===== src/rtl/button_param_ctrl_if.sv =====
// Pushbutton/switch inputs and DDS parameter outputs of the button control stage.
interface button_param_ctrl_if;
  localparam int unsigned FREQ_W = 16;
  localparam int unsigned AMP_W  = 8;

  logic              btnU_raw;
  logic              btnD_raw;
  logic              btnL_raw;
  logic              btnR_raw;
  logic              btnC_raw;
  logic [3:0]        sw;
  logic [FREQ_W-1:0] freq_word;
  logic [AMP_W-1:0]  amp_word;
  logic [1:0]        waveform_select;
  logic [1:0]        step_sel;
  logic              param_update;

  modport master (
    output btnU_raw, btnD_raw, btnL_raw, btnR_raw, btnC_raw, sw,
    input  freq_word, amp_word, waveform_select, step_sel, param_update
  );

  modport slave (
    input  btnU_raw, btnD_raw, btnL_raw, btnR_raw, btnC_raw, sw,
    output freq_word, amp_word, waveform_select, step_sel, param_update
  );
endinterface


===== src/rtl/button_param_ctrl.sv =====
// Button/switch front end for the DDS: sync, debounce, auto-repeat and
// saturating step updates of the tuning word and amplitude.
module button_param_ctrl #(
  parameter int unsigned DEBOUNCE_CYCLES = 1000000,
  parameter int unsigned HOLD_CYCLES     = 50000000,
  parameter int unsigned REPEAT_CYCLES   = 10000000,
  parameter int unsigned FREQ_DEFAULT    = 1000,
  parameter int unsigned AMP_DEFAULT     = 255
) (
  input logic                clock,
  input logic                reset,
  button_param_ctrl_if.slave bus
);

  localparam int unsigned NBTN    = 5;
  localparam int unsigned FREQ_W  = 16;
  localparam int unsigned AMP_W   = 8;
  localparam int unsigned DB_W    = $clog2(DEBOUNCE_CYCLES + 1);
  localparam int unsigned RPT_MAX = (HOLD_CYCLES > REPEAT_CYCLES) ? HOLD_CYCLES : REPEAT_CYCLES;
  localparam int unsigned RPT_W   = $clog2(RPT_MAX + 1);
  localparam int unsigned BTN_U   = 0;
  localparam int unsigned BTN_D   = 1;
  localparam int unsigned BTN_L   = 2;
  localparam int unsigned BTN_R   = 3;
  localparam int unsigned BTN_C   = 4;

  typedef enum logic [1:0] {
    RPT_IDLE,
    RPT_HELD,
    RPT_REPEAT
  } rpt_state_e;

  logic [NBTN-1:0]   btn_raw;
  logic [NBTN-1:0]   btn_meta;
  logic [NBTN-1:0]   btn_sync;
  logic [2:0]        sw_meta;
  logic [2:0]        sw_sync;
  logic              sw_unused_c;
  logic [NBTN-1:0]   db_level;
  logic [NBTN-1:0]   press_c;
  logic [1:0]        ud_evt_c;

  logic [FREQ_W-1:0] freq_q, freq_d, freq_step;
  logic [AMP_W-1:0]  amp_q, amp_d, amp_step;
  logic [FREQ_W:0]   freq_sum, freq_dif;
  logic [AMP_W:0]    amp_sum, amp_dif;
  logic [1:0]        wave_q;
  logic [1:0]        step_q, step_d;
  logic              update_q, update_d;
  logic              evt_u, evt_d, evt_l, evt_r, evt_c;

  assign btn_raw     = {bus.btnC_raw, bus.btnR_raw, bus.btnL_raw, bus.btnD_raw, bus.btnU_raw};
  assign sw_unused_c = bus.sw[3];

  // Two-flop synchronisers for buttons and switches
  always_ff @(posedge clock or negedge reset) begin
    if (!reset) begin
      btn_meta <= '0;
      btn_sync <= '0;
      sw_meta  <= '0;
      sw_sync  <= '0;
    end else begin
      btn_meta <= btn_raw;
      btn_sync <= btn_meta;
      sw_meta  <= bus.sw[2:0];
      sw_sync  <= sw_meta;
    end
  end

  // Per-button debounce; level flips after a run of disagreeing samples
  for (genvar b = 0; b < NBTN; b++) begin : g_db
    logic [DB_W-1:0] cnt_q;
    logic            level_q;
    logic            prev_q;

    always_ff @(posedge clock or negedge reset) begin
      if (!reset) begin
        cnt_q   <= '0;
        level_q <= 1'b0;
        prev_q  <= 1'b0;
      end else begin
        prev_q <= level_q;
        if (btn_sync[b] == level_q) begin
          cnt_q <= '0;
        end else if (cnt_q == DB_W'(DEBOUNCE_CYCLES)) begin
          cnt_q   <= '0;
          level_q <= ~level_q;
        end else begin
          cnt_q <= cnt_q + DB_W'(1);
        end
      end
    end

    assign db_level[b] = level_q;
    assign press_c[b]  = level_q & ~prev_q;
  end

  // Auto-repeat for Up (0) and Down (1)
  for (genvar g = 0; g < 2; g++) begin : g_rpt
    rpt_state_e       state_q, state_d;
    logic [RPT_W-1:0] cnt_q, cnt_d;
    logic             evt;

    always_ff @(posedge clock or negedge reset) begin
      if (!reset) begin
        state_q <= RPT_IDLE;
        cnt_q   <= '0;
      end else begin
        state_q <= state_d;
        cnt_q   <= cnt_d;
      end
    end

    always_comb begin
      state_d = state_q;
      cnt_d   = cnt_q;
      evt     = 1'b0;
      if (!db_level[g]) begin
        state_d = RPT_IDLE;
        cnt_d   = '0;
      end else begin
        case (state_q)
          RPT_IDLE: begin
            if (press_c[g]) begin
              evt     = 1'b1;
              state_d = RPT_HELD;
              cnt_d   = '0;
            end
          end
          RPT_HELD: begin
            if (cnt_q == RPT_W'(HOLD_CYCLES - 1)) begin
              evt     = 1'b1;
              state_d = RPT_REPEAT;
              cnt_d   = '0;
            end else begin
              cnt_d = cnt_q + RPT_W'(1);
            end
          end
          RPT_REPEAT: begin
            if (cnt_q == RPT_W'(REPEAT_CYCLES - 1)) begin
              evt   = 1'b1;
              cnt_d = '0;
            end else begin
              cnt_d = cnt_q + RPT_W'(1);
            end
          end
          default: begin
            state_d = RPT_IDLE;
            cnt_d   = '0;
          end
        endcase
      end
    end

    assign ud_evt_c[g] = evt;
  end

  assign evt_u = ud_evt_c[BTN_U];
  assign evt_d = ud_evt_c[BTN_D];
  assign evt_l = press_c[BTN_L];
  assign evt_r = press_c[BTN_R];
  assign evt_c = press_c[BTN_C];

  // Parameter update; Up/Down use the step in effect before any L/R this cycle
  always_comb begin
    freq_step = FREQ_W'(1) << {step_q, 2'b00};
    amp_step  = AMP_W'(1) << {step_q, 1'b0};
    freq_sum  = {1'b0, freq_q} + {1'b0, freq_step};
    freq_dif  = {1'b0, freq_q} - {1'b0, freq_step};
    amp_sum   = {1'b0, amp_q} + {1'b0, amp_step};
    amp_dif   = {1'b0, amp_q} - {1'b0, amp_step};
    freq_d    = freq_q;
    amp_d     = amp_q;
    step_d    = step_q;

    if (evt_c) begin
      freq_d = FREQ_W'(FREQ_DEFAULT);
      amp_d  = AMP_W'(AMP_DEFAULT);
    end else if (evt_u != evt_d) begin
      if (sw_sync[2]) begin
        if (evt_u) amp_d = amp_sum[AMP_W] ? '1 : amp_sum[AMP_W-1:0];
        else       amp_d = amp_dif[AMP_W] ? '0 : amp_dif[AMP_W-1:0];
      end else begin
        if (evt_u) freq_d = freq_sum[FREQ_W] ? '1 : freq_sum[FREQ_W-1:0];
        else       freq_d = (freq_dif[FREQ_W] || (freq_dif == '0)) ? FREQ_W'(1)
                                                                   : freq_dif[FREQ_W-1:0];
      end
    end

    if (evt_r && !evt_l && (step_q != 2'd3)) begin
      step_d = step_q + 2'd1;
    end else if (evt_l && !evt_r && (step_q != 2'd0)) begin
      step_d = step_q - 2'd1;
    end

    update_d = (freq_d != freq_q) || (amp_d != amp_q) || (sw_sync[1:0] != wave_q);
  end

  always_ff @(posedge clock or negedge reset) begin
    if (!reset) begin
      freq_q   <= FREQ_W'(FREQ_DEFAULT);
      amp_q    <= AMP_W'(AMP_DEFAULT);
      wave_q   <= '0;
      step_q   <= '0;
      update_q <= 1'b0;
    end else begin
      freq_q   <= freq_d;
      amp_q    <= amp_d;
      wave_q   <= sw_sync[1:0];
      step_q   <= step_d;
      update_q <= update_d;
    end
  end

  assign bus.freq_word       = freq_q;
  assign bus.amp_word        = amp_q;
  assign bus.waveform_select = wave_q;
  assign bus.step_sel        = step_q;
  assign bus.param_update    = update_q;

endmodule

===== src/flat_wrapper.sv =====
// flat-port wrapper written by rule: the top's interface ports become plain ports
module button_param_ctrl_flat 
#(
  parameter int unsigned DEBOUNCE_CYCLES = 1000000,
  parameter int unsigned HOLD_CYCLES     = 50000000,
  parameter int unsigned REPEAT_CYCLES   = 10000000,
  parameter int unsigned FREQ_DEFAULT    = 1000,
  parameter int unsigned AMP_DEFAULT     = 255
)
  (clock, reset, bus_btnU_raw, bus_btnD_raw, bus_btnL_raw, bus_btnR_raw, bus_btnC_raw, bus_sw, bus_freq_word, bus_amp_word, bus_waveform_select, bus_step_sel, bus_param_update);
  button_param_ctrl_if bus_i ();
  input logic clock;
  input logic reset;
  input wire logic [$bits(bus_i.btnU_raw)-1:0] bus_btnU_raw;
  input wire logic [$bits(bus_i.btnD_raw)-1:0] bus_btnD_raw;
  input wire logic [$bits(bus_i.btnL_raw)-1:0] bus_btnL_raw;
  input wire logic [$bits(bus_i.btnR_raw)-1:0] bus_btnR_raw;
  input wire logic [$bits(bus_i.btnC_raw)-1:0] bus_btnC_raw;
  input wire logic [$bits(bus_i.sw)-1:0] bus_sw;
  output wire logic [$bits(bus_i.freq_word)-1:0] bus_freq_word;
  output wire logic [$bits(bus_i.amp_word)-1:0] bus_amp_word;
  output wire logic [$bits(bus_i.waveform_select)-1:0] bus_waveform_select;
  output wire logic [$bits(bus_i.step_sel)-1:0] bus_step_sel;
  output wire logic [$bits(bus_i.param_update)-1:0] bus_param_update;
  assign bus_i.btnU_raw = bus_btnU_raw;
  assign bus_i.btnD_raw = bus_btnD_raw;
  assign bus_i.btnL_raw = bus_btnL_raw;
  assign bus_i.btnR_raw = bus_btnR_raw;
  assign bus_i.btnC_raw = bus_btnC_raw;
  assign bus_i.sw = bus_sw;
  assign bus_freq_word = bus_i.freq_word;
  assign bus_amp_word = bus_i.amp_word;
  assign bus_waveform_select = bus_i.waveform_select;
  assign bus_step_sel = bus_i.step_sel;
  assign bus_param_update = bus_i.param_update;
  button_param_ctrl #(.DEBOUNCE_CYCLES(DEBOUNCE_CYCLES), .HOLD_CYCLES(HOLD_CYCLES), .REPEAT_CYCLES(REPEAT_CYCLES), .FREQ_DEFAULT(FREQ_DEFAULT), .AMP_DEFAULT(AMP_DEFAULT)) u_core (.clock(clock), .reset(reset), .bus(bus_i));
endmodule

===== config.mk =====
export PLATFORM = sky130hd
export DESIGN_NAME = button_param_ctrl_flat
export DESIGN_NICKNAME = d
export VERILOG_FILES = /design/src/rtl/button_param_ctrl_if.sv /design/src/rtl/button_param_ctrl.sv /design/src/flat_wrapper.sv
export SDC_FILE = /design/constraint.sdc
export NUM_CORES = 1
export LEC_CHECK = 0
export ABC_AREA = 1
export ABC_CLOCK_PERIOD_IN_PS = 2700
export CAP_MARGIN = 5
export CORE_MARGIN = 5
export CORE_UTILIZATION = 35
export CTS_CLUSTER_DIAMETER = 120
export DETAILED_ROUTE_END_ITERATION = 10
export PLACE_DENSITY = 0.58
export SYNTH_ARGS = -nofsm -noshare
export SYNTH_HDL_FRONTEND = slang
export SYNTH_SLANG_ARGS = --single-unit

===== constraint.sdc =====
create_clock -name clock -period 2.7 [get_ports clock]
set_clock_uncertainty 0.15 [all_clocks]
set_input_delay 0.54 -clock clock [delete_from_list [all_inputs] [get_ports clock]]
set_output_delay 0.54 -clock clock [all_outputs]
set_load 0.03 [all_outputs]

* Yosys cells after proc, flatten, opt, wreduce, memory -nomap -nowiden *
Cells that the tools add are included.

cells by class
  equal/unequal tests = 29
  bitwise logic cells = 20
  shift operators = 2
  mux-type cells = 52
  reductions and logical operators = 21
  add/subtract/negate cells = 13

operators with widths
  operator               number
  $mux 26                8
  $mux 20                10
  $pmux 26 s3            2
  $add 20x1->20 const B  5
  $eq 20x20->1 const B   5
  $mux 16                6
  $add 26x1->26 const B  2
  $eq 26x24->1 const B   2
  $eq 26x26->1 const B   2
  $mux 8                 6
  $add 16x16->17         1
  $logic_not 17->1       1
  $sub 16x16->17         1
  $mux 2                 8
  $ne 16x16->1           1
  $shl 1x4->16 const A   1
  $not 1->1              15
  $pmux 2 s3             2
  $reduce_and 2->1       5
  $add 8x8->9            1
  $sub 8x8->9            1
  $mux 1                 8
  $ne 8x8->1             1
  $shl 1x3->8 const A    1
  18 further kinds       42

storage, ports and cells
  register bits = 211
  logic and storage cells = 165
  output and inout bits = 29
  input port bits = 11

* Depth between registers and ports, before layout *
  depth after elaboration = 12
  depth in mapped cells = 28
  mapped depth without buffers = 27

* Least setup slack after synthesis *
OpenSTA, ideal clock, no wires.

  path kind = flip-flop to flip-flop
  start point = register u_core.step_q[0] (netlist: u_core.bus.step_sel[0])
  end point = register u_core.update_q (netlist: u_core.bus.param_update)
  buffers on the path = 0
  data required time = 2,431 ps
  library setup time = 119 ps
  cell stages (with the launch flop) = 24
  arrival time = 2,840 ps
  slack = -409 ps
  cells stage by stage = dfrtp_1 -> inv_1 -> nor2_1 -> inv_1 -> ha_1 -> or2_2 -> nand2_1 -> nand2_1 -> nand2_1 -> nand2_1 -> nand2_1 -> nand2_1 -> nor2_1 -> nand3_1 -> nand2_1 -> nand2_2 -> nand3_1 -> nand2_1 -> nand2_1 -> nand3_1 -> nor2_1 -> nand2_1 -> nor2_1 -> nand2_1

between the ends
  word-level cells in the longest chain between the ends = 12
  elaborated cells between the ends (all ways) = 24
  those cells by class = add/sub: 4; eq/ne: 2; shift: 2; mux: 12; reduce/logical: 4

ends and longest elaborated chain
  what                             line                      text
  from (decl)                      button_param_ctrl.sv:48   logic [1:0] step_q, step_d;
  from (signal assigned)           button_param_ctrl.sv:210  step_q <= step_d;
  $shl 1x4->16 *                   button_param_ctrl.sv:166  freq_step = FREQ_W'(1) << {step_q, 2'b00};
  $sub 16x16->17                   button_param_ctrl.sv:169  freq_dif = {1'b0, freq_q} - {1'b0, freq_step};
  $logic_not 17->1                 button_param_ctrl.sv:185  else freq_d = (freq_dif[FREQ_W] || (freq_dif == '0)) ? FREQ_W'(1)
  $logic_or 1x1->1                 button_param_ctrl.sv:185
  $mux 16                          button_param_ctrl.sv:185
  $mux 16 *                        button_param_ctrl.sv:184  if (evt_u) freq_d = freq_sum[FREQ_W] ? '1 : freq_sum[FREQ_W-1:0];
  $mux 16 *                        button_param_ctrl.sv:180  if (sw_sync[2]) begin
  $mux 16 *                        button_param_ctrl.sv:179  end else if (evt_u != evt_d) begin
  $mux 16 *                        button_param_ctrl.sv:176  if (evt_c) begin
  named net u_core.freq_d[5]       button_param_ctrl.sv:43   logic [FREQ_W-1:0] freq_q, freq_d, freq_step;
  $ne 16x16->1 *                   button_param_ctrl.sv:196  update_d = (freq_d != freq_q) || (amp_d != amp_q) || (sw_sync[1:0] != wave_q);
  $logic_or 1x1->1 * (2 in a row)  button_param_ctrl.sv:196
  named net u_core.update_d        button_param_ctrl.sv:49   logic update_q, update_d;
  to (signal assigned)             button_param_ctrl.sv:211  update_q <= update_d;
  to (decl)                        button_param_ctrl.sv:49

Mark *: on every way through the listed nets, which the timed path passes. The rest lies on a longest branch.
A chain may end at the register's enable or synchronous reset.

* Worst setup path after layout *
  start point = register u_core.step_q[1] (netlist: u_core.bus.step_sel[1])
  end point = register u_core.update_q (netlist: u_core.bus.param_update)

between the ends
  word-level cells in the longest chain between the ends = 12
  elaborated cells between the ends (all ways) = 24
  those cells by class = add/sub: 4; eq/ne: 2; shift: 2; mux: 12; reduce/logical: 4

ends and longest elaborated chain
  what                             line
  $shl 1x4->16                     button_param_ctrl.sv:166
  $sub 16x16->17                   button_param_ctrl.sv:169
  $logic_not 17->1                 button_param_ctrl.sv:185
  $logic_or 1x1->1                 button_param_ctrl.sv:185
  $mux 16                          button_param_ctrl.sv:185
  $mux 16                          button_param_ctrl.sv:184
  $mux 16                          button_param_ctrl.sv:180
  $mux 16                          button_param_ctrl.sv:179
  $mux 16                          button_param_ctrl.sv:176
  $ne 16x16->1                     button_param_ctrl.sv:196
  $logic_or 1x1->1 * (2 in a row)  button_param_ctrl.sv:196
  named net u_core.update_d        button_param_ctrl.sv:49

Marked as above.

==> results.sh <==
export IMPL_status="finished, violations left"
export IMPL_violations="negative setup slack"
export IMPL_post_route_worst_setup_slack_ns=-0.4752
export IMPL_die_h_um=203.7
export IMPL_synth_nets=1846
export IMPL_drv_slew=0
export IMPL_dr_pass1_iters=5
export IMPL_synth_area_leader_cell="dfrtp_1"
export IMPL_start_util_pct=35.13
export IMPL_cts_root_buffer="clkbuf_16"
export IMPL_yosysSeqAreaShare_pct=40.32
export IMPL_dp_hpwl_um=27050
export IMPL_fmax_mhz=314.9
export IMPL_critPathCaptureType="register"
export IMPL_antenna_left=0
export IMPL_setup_viol=13
export IMPL_p_comb_share_pct=3.2
export IMPL_min_period_ns=3.175
export IMPL_place_gp_congestion=0.9821
export IMPL_crit_top_cell="nand2_1"
export IMPL_syn_to_final_growth_pct=36.43
export IMPL_path_buf_inv=6
export IMPL_cp_top_family="simple AND/OR/NAND/NOR gates"
export IMPL_yosysMostFrequentCell="nand2_1"
export IMPL_dieWidth_um=203.7
export IMPL_avgViaCountPerCell=4.796
export IMPL_track_usage_pct=17.29
export IMPL_fin_crit_sh_pct=117.6
export IMPL_crit_slowest_cell="dfrtp_2"
export IMPL_routedWlPerCell_um=13.60
export IMPL_crit_type="reg -> reg"
export IMPL_diodes=0
export IMPL_worst_r2r_endpoint="u_core.bus.param_update"
export IMPL_ir_worst_vdd_uv=408.3
export IMPL_final_hold_viol_count=0
export IMPL_start_kind="register"
export IMPL_relSlewSlack_pct=65.54
export IMPL_synth_edff_count=0
export IMPL_min_to="u_core.btn_sync[3]"
export IMPL_internal_power_uw=5254
export IMPL_dr_first_iter_drc_count=583
export IMPL_grt_pass1_vias=12768
export IMPL_postSynth_asyncResetShare_pct=100.0
export IMPL_ys_flop_type="dfrtp_1"
export IMPL_r2r_cells=25
export IMPL_fill_cells=3684
export IMPL_hold_class="reg -> reg"
export IMPL_row_count=71
export IMPL_rsz0062_at_grt="true"
export IMPL_maxCapViolCount=0
export IMPL_crit_arrival_ns=3.45
export IMPL_wl_um=36230
export IMPL_syn_inst=1793
export IMPL_port_buffers=38
export IMPL_drc_errors=0
export IMPL_grt_pass1_wl_um=60560
export IMPL_vias=12772
export IMPL_grt_remaining_overflow=0
export IMPL_power_leakage_uw=0.008406
export IMPL_whs_path_depth=0
export IMPL_swShare_pct=22.74
export IMPL_worstPathRequired_ns=2.97
export IMPL_grt_max_degree=62
export IMPL_yosysTopAreaCellShare_pct=37.52
export IMPL_reg2reg_slack_ns=-0.48
export IMPL_cts_max_level=1
export IMPL_hold_path_startpoint="u_core.btn_meta[3]"
export IMPL_fin_area_um2=17920
export IMPL_layout_nets=2185
export IMPL_finish_utilization_pct=47.92
export IMPL_finalSetupTns_ns=-1.569
export IMPL_critPathMaxStageDelay_ns=0.48
export IMPL_clk_latency_ns=0.53
export IMPL_boundaryPins=40
export IMPL_p_seq_share_pct=47.4
export IMPL_syn_area_per_cell_um2=7.327
export IMPL_synth_top_cells_by_area="dfrtp_1 (38%), nand2_1 (11%), inv_1 (7.1%)"
export IMPL_core_area_um2=37400
export IMPL_drive_gt1_share_pct=26.21
export IMPL_cts_sinks=211
export IMPL_clk_pin_slew_ns=0.06
export IMPL_cts_inserted_buffers=26
export IMPL_antenna_found_initial=0
export IMPL_syn_area_um2=13140
export IMPL_dieArea_um2=41510
export IMPL_switching_power_uw=1546
export IMPL_ctsLongestPathBuffers=3
export IMPL_synth_seq_cells=211
export IMPL_tightest_slew_ns=0.5170
export IMPL_powerDensity_nw_per_um2=379.4
export IMPL_cp_max_fo=5
export IMPL_synth_cell_types=52
export IMPL_place_area_um2=16230
export IMPL_cts_tree="yes"
export IMPL_worstReg2RegStart="u_core.bus.step_sel[1]"
export IMPL_yosys_warnings=0
export IMPL_yosys_top_cells_count="nand2_1 (402), inv_1 (247), nor2_1 (228)"
export IMPL_clkPwrFrac_pct=49.3
==> registers in the layout (all words and copies together) (netlist names), 4 cells and up <==
register,count
u_core.bus.amp_word,8
u_core.g_rpt.state_q,4
u_core.g_db.prev_q,5
u_core.g_db.level_q,5
u_core.bus.freq_word,16
u_core.g_rpt.cnt_q,52
u_core.btn_meta,5
u_core.g_db.cnt_q,100
u_core.btn_sync,5
==> per-stage QoR <==
stage	setup WS, ns	power (uW)	std cells	hold slack [ns]
2_1_floorplan	-0.2060	3367	1793	0.09441
3_3_place_gp	-0.7208	3500	2592	0.1825
3_5_place_dp	-0.7242	3505	2592	0.1847
4_1_cts	-0.4147	6923	2655	0.1911
5_1_grt	-0.6750	7082	2663	0.2011
6_report	-0.4752	6800	2663	0.1901
==> worst reg2reg max path, stage by stage, from the launching register on <==
cell	delay, ns
dfrtp_2	0.48
nor2_4	0.15
inv_2	0.06
ha_4	0.26
inv_4	0.08
buf_6	0.10
nand4_1	0.11
nand2_2	0.14
nand2_4	0.07
nor2_4	0.13
nand3_2	0.11
nand2_4	0.11
inv_2	0.04
buf_6	0.12
nand2_4	0.08
o21ai_0	0.07
inv_1	0.07
nand3_2	0.08
nand2_2	0.09
nand2_2	0.06
nand2_1	0.06
nand2_1	0.04
nor2_1	0.11
nand2_1	0.12
nor2_1	0.12
nand2_1	0.06
==> how the worst max path moves through the flow <==
stage	startpoint	to	slack, ns	cells after the start
finish	u_core.bus.step_sel[1]	u_core.bus.param_update	-0.48	25
global route	u_core.bus.step_sel[1]	u_core.bus.param_update	-0.68	25
CTS	u_core.bus.step_sel[0]	u_core.bus.param_update	-0.41	24
detailed placement	u_core.bus.step_sel[0]	u_core.bus.param_update	-0.72	24
global placement	u_core.bus.step_sel[0]	u_core.bus.param_update	-0.72	24
floorplan	u_core.bus.step_sel[1]	u_core.bus.param_update	-0.21	25
==> per-layer routing <==
| metal | routed length, um | part of all wire, % | track usage, % | up-vias |
|---|---|---|---|---|
| met4 | 1296 | 3.6 | 6.336 | 0 |
| met1 | 16130 | 45 | 22.35 | 5978 |
| met2 | 17290 | 48 | 29.56 | 217 |
| li1 | - | - | - | 6503 |
| met3 | 1510 | 4.2 | 2.449 | 74 |
| met5 | 0 | 0 | 0 | - |
==> power groups by stage <==
stage	Clock (uW)	Combinational [uW]	Sequential, uW
2_1_floorplan	0	87.8	3280
3_3_place_gp	0	222	3280
3_5_place_dp	0	226	3280
4_1_cts	3470	229	3220
5_1_grt	3600	259	3230
6_report	3350	221	3220
==> layout make-up <==
| type | instances | area, um2 | area share (%) |
|---|---|---|---|
| clock buffer | 40 | 774.5 | 4.321 |
| clock inverter | 8 | 55.05 | 0.3072 |
| inverter | 266 | 1008 | 5.627 |
| multi-input combinational | 1279 | 7287 | 40.66 |
| sequential | 211 | 5300 | 29.57 |
| tap | 511 | 639.4 | 3.567 |
| timing repair buffer | 348 | 2859 | 15.95 |
==> placed cells by master (no fill, tap or decap), drive strengths merged, types with 3 or more instances in the layout <==
master / netlist / layout
o211ai: 5 / 5
clkbuf: 17 / 40
clkinv: 1 / 5
nor3b: 19 / 19
nand3b: 5 / 5
o21ai: 77 / 77
o22ai: 41 / 41
o21a: 10 / 10
inv: 265 / 267
ha: 42 / 42
nand3: 128 / 128
buf: 20 / 310
nor2: 237 / 237
dfrtp: 197 / 197
xor2: 62 / 62
nand4: 45 / 45
nor3: 63 / 63
a21oi: 73 / 73
nand2: 411 / 411
dfstp: 14 / 14
o21bai: 4 / 4
o32ai: 3 / 3
xnor2: 15 / 15
clkdlybuf4s50: 0 / 29
dlygate4sd2: 0 / 4
mux2: 5 / 5
nor4: 16 / 16
dlymetal6s2s: 0 / 4
==> cell families after synthesis <==
| kind of cell | synth area share [%] |
|---|---|
| and+or+nand+nor | 31.16 |
| buffers and inverters | 9.076 |
| AOI/OAI and AO/OA | 9.724 |
| DFF | 40.32 |
| xor gates and xnor gates | 5.133 |
| adders and majority gates | 4.000 |
| muxes | 0.5809 |
==> timing repair <==
action,CTS,global route
hold buffers,1,0
resized for setup,88,118
endpoints found under the hold margin,51,0
setup buffers,16,9
setup endpoints to repair,21,48
pin swaps,35,39
No activity file was read; power rests on OpenSTA's default activity.
